===== src/rtl/n8_responder.sv =====
// n8_responder: controller end of the N8 serial button protocol.
// The host drives latch/pulse; the buttons are returned serially on data_out (active-low).
// Optional turbo on A/B is compiled in with `define N8_RESPONDER_TURBO_EN.
module n8_responder #(
  parameter int unsigned SYNC_STAGES   = 2,
  parameter int unsigned TURBO_LATCHES = 4
) (
  input  logic       CLOCK_50,
  input  logic       reset_n,
  input  logic       latch,
  input  logic       pulse,
  input  logic       a,
  input  logic       b,
  input  logic       select,
  input  logic       start,
  input  logic       up,
  input  logic       down,
  input  logic       left,
  input  logic       right,
  input  logic       turbo_a,
  input  logic       turbo_b,
  output logic       data_out,
  output logic       frame_strobe,
  output logic [3:0] bit_count,
  output logic       overread
);

  localparam int unsigned SW = SYNC_STAGES;
  localparam int unsigned BW = 8;
  localparam int unsigned CW = 4;

  logic [SW-1:0] latch_sync_q, latch_sync_d;
  logic [SW-1:0] pulse_sync_q, pulse_sync_d;
  logic          latch_hist_q, latch_hist_d;
  logic          pulse_hist_q, pulse_hist_d;
  logic [BW-1:0] sr_q, sr_d;
  logic [CW-1:0] bit_count_q, bit_count_d;
  logic          data_out_q, data_out_d;
  logic          frame_strobe_q, frame_strobe_d;
  logic          overread_q, overread_d;

  logic          latch_s, pulse_s;
  logic          latch_fall, pulse_rise;
  logic          eff_a, eff_b;
  logic [BW-1:0] btn_vec;

  assign latch_s    = latch_sync_q[SW-1];
  assign pulse_s    = pulse_sync_q[SW-1];
  assign latch_fall = ~latch_s & latch_hist_q;
  assign pulse_rise = pulse_s & ~pulse_hist_q;

`ifdef N8_RESPONDER_TURBO_EN
  logic [7:0] turbo_cnt_q, turbo_cnt_d;
  logic       phase_q, phase_d;

  // Turbo phase toggles once every TURBO_LATCHES latch falls.
  always_comb begin
    turbo_cnt_d = turbo_cnt_q;
    phase_d     = phase_q;
    if (latch_fall) begin
      if (turbo_cnt_q + 8'd1 == 8'(TURBO_LATCHES)) begin
        turbo_cnt_d = 8'd0;
        phase_d     = ~phase_q;
      end else begin
        turbo_cnt_d = turbo_cnt_q + 8'd1;
      end
    end
  end

  // Turbo counter and phase registers.
  always_ff @(posedge CLOCK_50 or negedge reset_n) begin
    if (!reset_n) begin
      turbo_cnt_q <= 8'd0;
      phase_q     <= 1'b0;
    end else begin
      turbo_cnt_q <= turbo_cnt_d;
      phase_q     <= phase_d;
    end
  end

  assign eff_a = a | (turbo_a & phase_q);
  assign eff_b = b | (turbo_b & phase_q);
`else
  logic unused_turbo;
  assign unused_turbo = ^{turbo_a, turbo_b};
  assign eff_a        = a;
  assign eff_b        = b;
`endif

  assign btn_vec = {right, left, down, up, start, select, eff_b, eff_a};

  // Synchronizers, edge detection, and the load/shift datapath.
  always_comb begin
    latch_sync_d   = {latch_sync_q[SW-2:0], latch};
    pulse_sync_d   = {pulse_sync_q[SW-2:0], pulse};
    latch_hist_d   = latch_s;
    pulse_hist_d   = pulse_s;
    sr_d           = sr_q;
    bit_count_d    = bit_count_q;
    frame_strobe_d = 1'b0;
    overread_d     = 1'b0;
    if (latch_s) begin
      sr_d        = btn_vec;
      bit_count_d = '0;
    end else if (latch_fall) begin
      frame_strobe_d = 1'b1;
    end else if (pulse_rise) begin
      if (bit_count_q < CW'(BW)) begin
        sr_d        = {1'b0, sr_q[BW-1:1]};
        bit_count_d = bit_count_q + CW'(1);
      end else begin
        overread_d = 1'b1;
      end
    end
    data_out_d = ~sr_d[0];
  end

  // State and output registers.
  always_ff @(posedge CLOCK_50 or negedge reset_n) begin
    if (!reset_n) begin
      latch_sync_q   <= '0;
      pulse_sync_q   <= '0;
      latch_hist_q   <= 1'b0;
      pulse_hist_q   <= 1'b0;
      sr_q           <= '0;
      bit_count_q    <= '0;
      data_out_q     <= 1'b1;
      frame_strobe_q <= 1'b0;
      overread_q     <= 1'b0;
    end else begin
      latch_sync_q   <= latch_sync_d;
      pulse_sync_q   <= pulse_sync_d;
      latch_hist_q   <= latch_hist_d;
      pulse_hist_q   <= pulse_hist_d;
      sr_q           <= sr_d;
      bit_count_q    <= bit_count_d;
      data_out_q     <= data_out_d;
      frame_strobe_q <= frame_strobe_d;
      overread_q     <= overread_d;
    end
  end

  assign data_out     = data_out_q;
  assign frame_strobe = frame_strobe_q;
  assign bit_count    = bit_count_q;
  assign overread     = overread_q;

endmodule


===== config.mk =====
export PLATFORM = sky130hd
export DESIGN_NAME = n8_responder
export DESIGN_NICKNAME = d
export VERILOG_FILES = /design/src/rtl/n8_responder.sv
export SDC_FILE = /design/constraint.sdc
export NUM_CORES = 1
export LEC_CHECK = 0
export ABC_AREA = 1
export BUFFER_PORTS_ARGS = -buffer_cell sky130_fd_sc_hd__buf_2
export CORE_AREA = 3 3 50 52
export CTS_CLUSTER_SIZE = 24
export DETAILED_ROUTE_END_ITERATION = 7
export DIE_AREA = 0 0 53 55
export MAX_ROUTING_LAYER = met4
export PLACE_DENSITY = 0.69
export SLEW_MARGIN = 10
export SYNTH_ARGS = -nofsm -noshare
export SYNTH_HDL_FRONTEND = slang
export SYNTH_SLANG_ARGS = --single-unit

===== constraint.sdc =====
create_clock -name CLOCK_50 -period 2.45 [get_ports CLOCK_50]
set_input_delay 0.1225 -clock CLOCK_50 [delete_from_list [all_inputs] [get_ports CLOCK_50]]
set_output_delay 0.1225 -clock CLOCK_50 [all_outputs]
set_load 0.005 [all_outputs]

==> results.py <==
metrics = {
    "power_and_ir_drop": {
        "p_int_uw": 466.7,
        "ir_drop_v": 0.0002768,
        "switching_share_pct": 26.38,
        "switchingPower_uw": 167.3,
        "pwr-share-comb_pct": 13.8,
        "clockPowerShare_pct": 25.9,
        "power.total_uw": 634.0,
        "p_leak_nw": 0.5943,
        "pwr-share-seq_pct": 60.2,
        "powerDensity_mw_per_mm2": 553.2,
    },
    "job": {
        "maxCapViolCount": 0,
    },
    "worst_setup_path": {
        "r2r_cells": 6,
        "cpPeakStageDelay_ps": 340,
        "crit_buf_inv": 2,
        "critical_path_peak_fanout": 17,
        "worst-path-stages": 6,
        "required_ps": 2700,
        "crit_arrival_ps": 1600,
        "end_kind": "register",
        "crit_path_start_kind": "register",
        "worst_path_max_delay_cell": "dfrtp_1",
        "path_class": "reg2reg",
        "cp_top_family": "simple AND/OR/NAND/NOR gates",
        "worstPathCellList": "buf_4, inv_8, nand2_8, nand3_4, or2_0, nand3_1",
    },
    "floorplan": {
        "dieHeight_um": 55,
        "ioPinCount": 21,
        "core.rowCount": 17,
        "die_w_um": 53,
        "start_util_pct": 46.13,
        "coreArea_mm2": 0.002148,
        "die_area_mm2": 0.002915,
    },
    "clock_network": {
        "cts_buffers": 3,
        "postCtsSetupBuffers": 0,
        "clockRootBuffer": "clkbuf_4",
        "numClockSinks": 21,
        "tritoncts": "built",
        "clockBufferDepth": 2,
        "cts_resized": 0,
        "cts.clk_slew.worst_paths_ps": 120,
        "cts_hold_buf": 3,
        "clk_latency_ps": 300,
        "htree_levels": 1,
    },
    "grt": {
        "antenna_found_initial": 0,
        "grtUsageTotal_pct": 14.01,
        "first_global_vias": 639,
        "grt_max_degree": 22,
        "grt-ovfl-total": 0,
        "grt_first_pass_wirelength_mm": 2.842,
    },
    "synth": {
        "syn_avg_cell_area_um2": 10.11,
        "syn_inst": 98,
        "synth_nets": 113,
        "synth_seq_cells": 21,
        "ys_seq_area_share_pct": 53.16,
        "yosysWarnings": 0,
        "syn_area_um2": 991.0,
        "yosysUniqueCellTypes": 27,
    },
    "final_layout": {
        "diodes": 0,
        "final_cell_mix": "21 x nand2_1, 20 x dfrtp_1, 18 x buf_2",
        "nFillCells": 201,
        "drive_gt1_share_pct": 35.00,
        "final_net_count": 136,
        "syn_to_final_growth_pct": 15.66,
        "layout_commonest_cell": "nand2_1",
    },
    "timing": {
        "period_needed_ps": 1348,
        "finClkSkew_ps": 6.746,
        "slew_violations": 0,
        "slew_headroom_pct": 69.19,
        "hold_violations": 0,
        "setup_tns_ps": 0,
        "rsz0062_at_grt": "no",
        "worstMarginPinSlew_ps": 462.2,
        "finalSetupViolCount": 0,
        "period_share_pct": 55.01,
        "max_freq_ghz": 0.7420,
    },
    "placed_design": {
        "io_buffers": 18,
        "gp_congestion": 0.7238,
        "dp_hpwl_mm": 1.213,
    },
    "drt": {
        "vias_per_cell": 4.730,
        "postRouteAntennaNets": 0,
        "wl_per_cell_um": 11.45,
        "drtIter0Drc": 10,
        "wl_mm": 1.694,
        "drc": 0,
        "num_vias": 700,
        "firstDrtPassIters": 4,
    },
    "worst_hold_path": {
        "whs_path_depth": 3,
        "hp-class": "in2reg",
    },
    "status": {
        "status": "finished clean",
    },
}
-- worst register-to-register path, stage by stage, from the launching register on --
cell and delay, ps:
dfrtp_1 340, buf_4 230, inv_8 90, nand2_8 90
nand3_4 200, or2_0 270, nand3_1 70
-- logic make-up (layout without fill, tap and decap cells) --
| logic type | count (synthesis) | after routing | synth area share [%] |
|---|---|---|---|
| AOI/OAI and AO/OA | 3 | 3 | 2.020 |
| xor gates and xnor gates | 1 | 1 | 0.8840 |
| adders and majority gates | 1 | 1 | 1.262 |
| buffers and inverters | 16 | 38 | 8.838 |
| DFF | 21 | 21 | 53.16 |
| and+or+nand+nor | 56 | 56 | 33.84 |
-- through the flow --
| step | util, % | hold slack (ps) | std cells | area (um^2) | setup slack, ps |
|---|---|---|---|---|---|
| after floorplan | - | -173.1 | 98 | 991.0 | 1412 |
| after global placement | 50.67 | 100.8 | 141 | 1089 | 1152 |
| after detailed placement | 50.67 | 108.7 | 141 | 1089 | 1101 |
| after CTS | 53.35 | 25.43 | 148 | 1146 | 1090 |
| after global routing | 53.35 | 22.32 | 148 | 1146 | 994.0 |
| final | 53.35 | 27.79 | 148 | 1146 | 1102 |
-- flip-flops by register name, summed over array words and instances (netlist names) --
| register | flops |
|---|---|
| pulse_hist_q | 1 |
| data_out | 1 |
| frame_strobe | 1 |
| latch_sync_q | 2 |
| pulse_sync_q | 2 |
| overread | 1 |
| bit_count | 4 |
| latch_hist_q | 1 |
| sr_q | 8 |
-- power by group through the flow --
stage / registers (mW) / logic (mW) / clock network (mW)
global route: 0.385 / 0.100 / 0.187
global placement: 0.388 / 0.0827 / 0
finish: 0.382 / 0.0878 / 0.164
floorplan: 0.388 / 0.0602 / 0
detailed placement: 0.389 / 0.0862 / 0
CTS: 0.382 / 0.0900 / 0.172
-- final timing paths --
path,from,to,slack [ps]
min in group asynchronous,reset_n,overread,280
setup / recovery,latch_sync_q[1],sr_q[6],1100
hold / removal,up,sr_q[4],30
setup reg to reg,latch_sync_q[1],sr_q[6],1100
hold reg to reg,pulse_sync_q[0],pulse_sync_q[1],360
max in group asynchronous,reset_n,data_out,1830
-- layout make-up --
class / count / area (um^2) / share of cell area, %
Sequential cell: 21 / 526.8 / 45.96
Multi-Input combinational cell: 61 / 376.6 / 32.86
Timing Repair Buffer: 22 / 127.6 / 11.14
Inverter: 12 / 52.55 / 4.585
Tap cell: 28 / 35.03 / 3.057
Clock buffer: 3 / 22.52 / 1.965
Clock inverter: 1 / 5.005 / 0.4367
-- cells in the mapped netlist, drive strengths merged --
master	count	share of area [%]
nand2	28	14
ha	1	1.3
dfrtp	20	51
dfstp	1	2.7
nand4	3	1.9
nor3	1	0.50
xor2	1	0.88
or2	2	1.3
nand3	15	11
nor2	7	5.1
o21ai	2	1.4
inv	12	5.3
buf	4	3.5
o22ai	1	0.63
-- layer usage --
metal  track usage, %  share of wire [%]  up-vias
li1                 -                  -      352
met1            17.06                 43      332
met2            22.31                 51       12
met3            2.413                3.8        4
met4            7.660                2.2        0
met5                -                  0        -
Note: power is estimated with default switching activity, not from simulation.
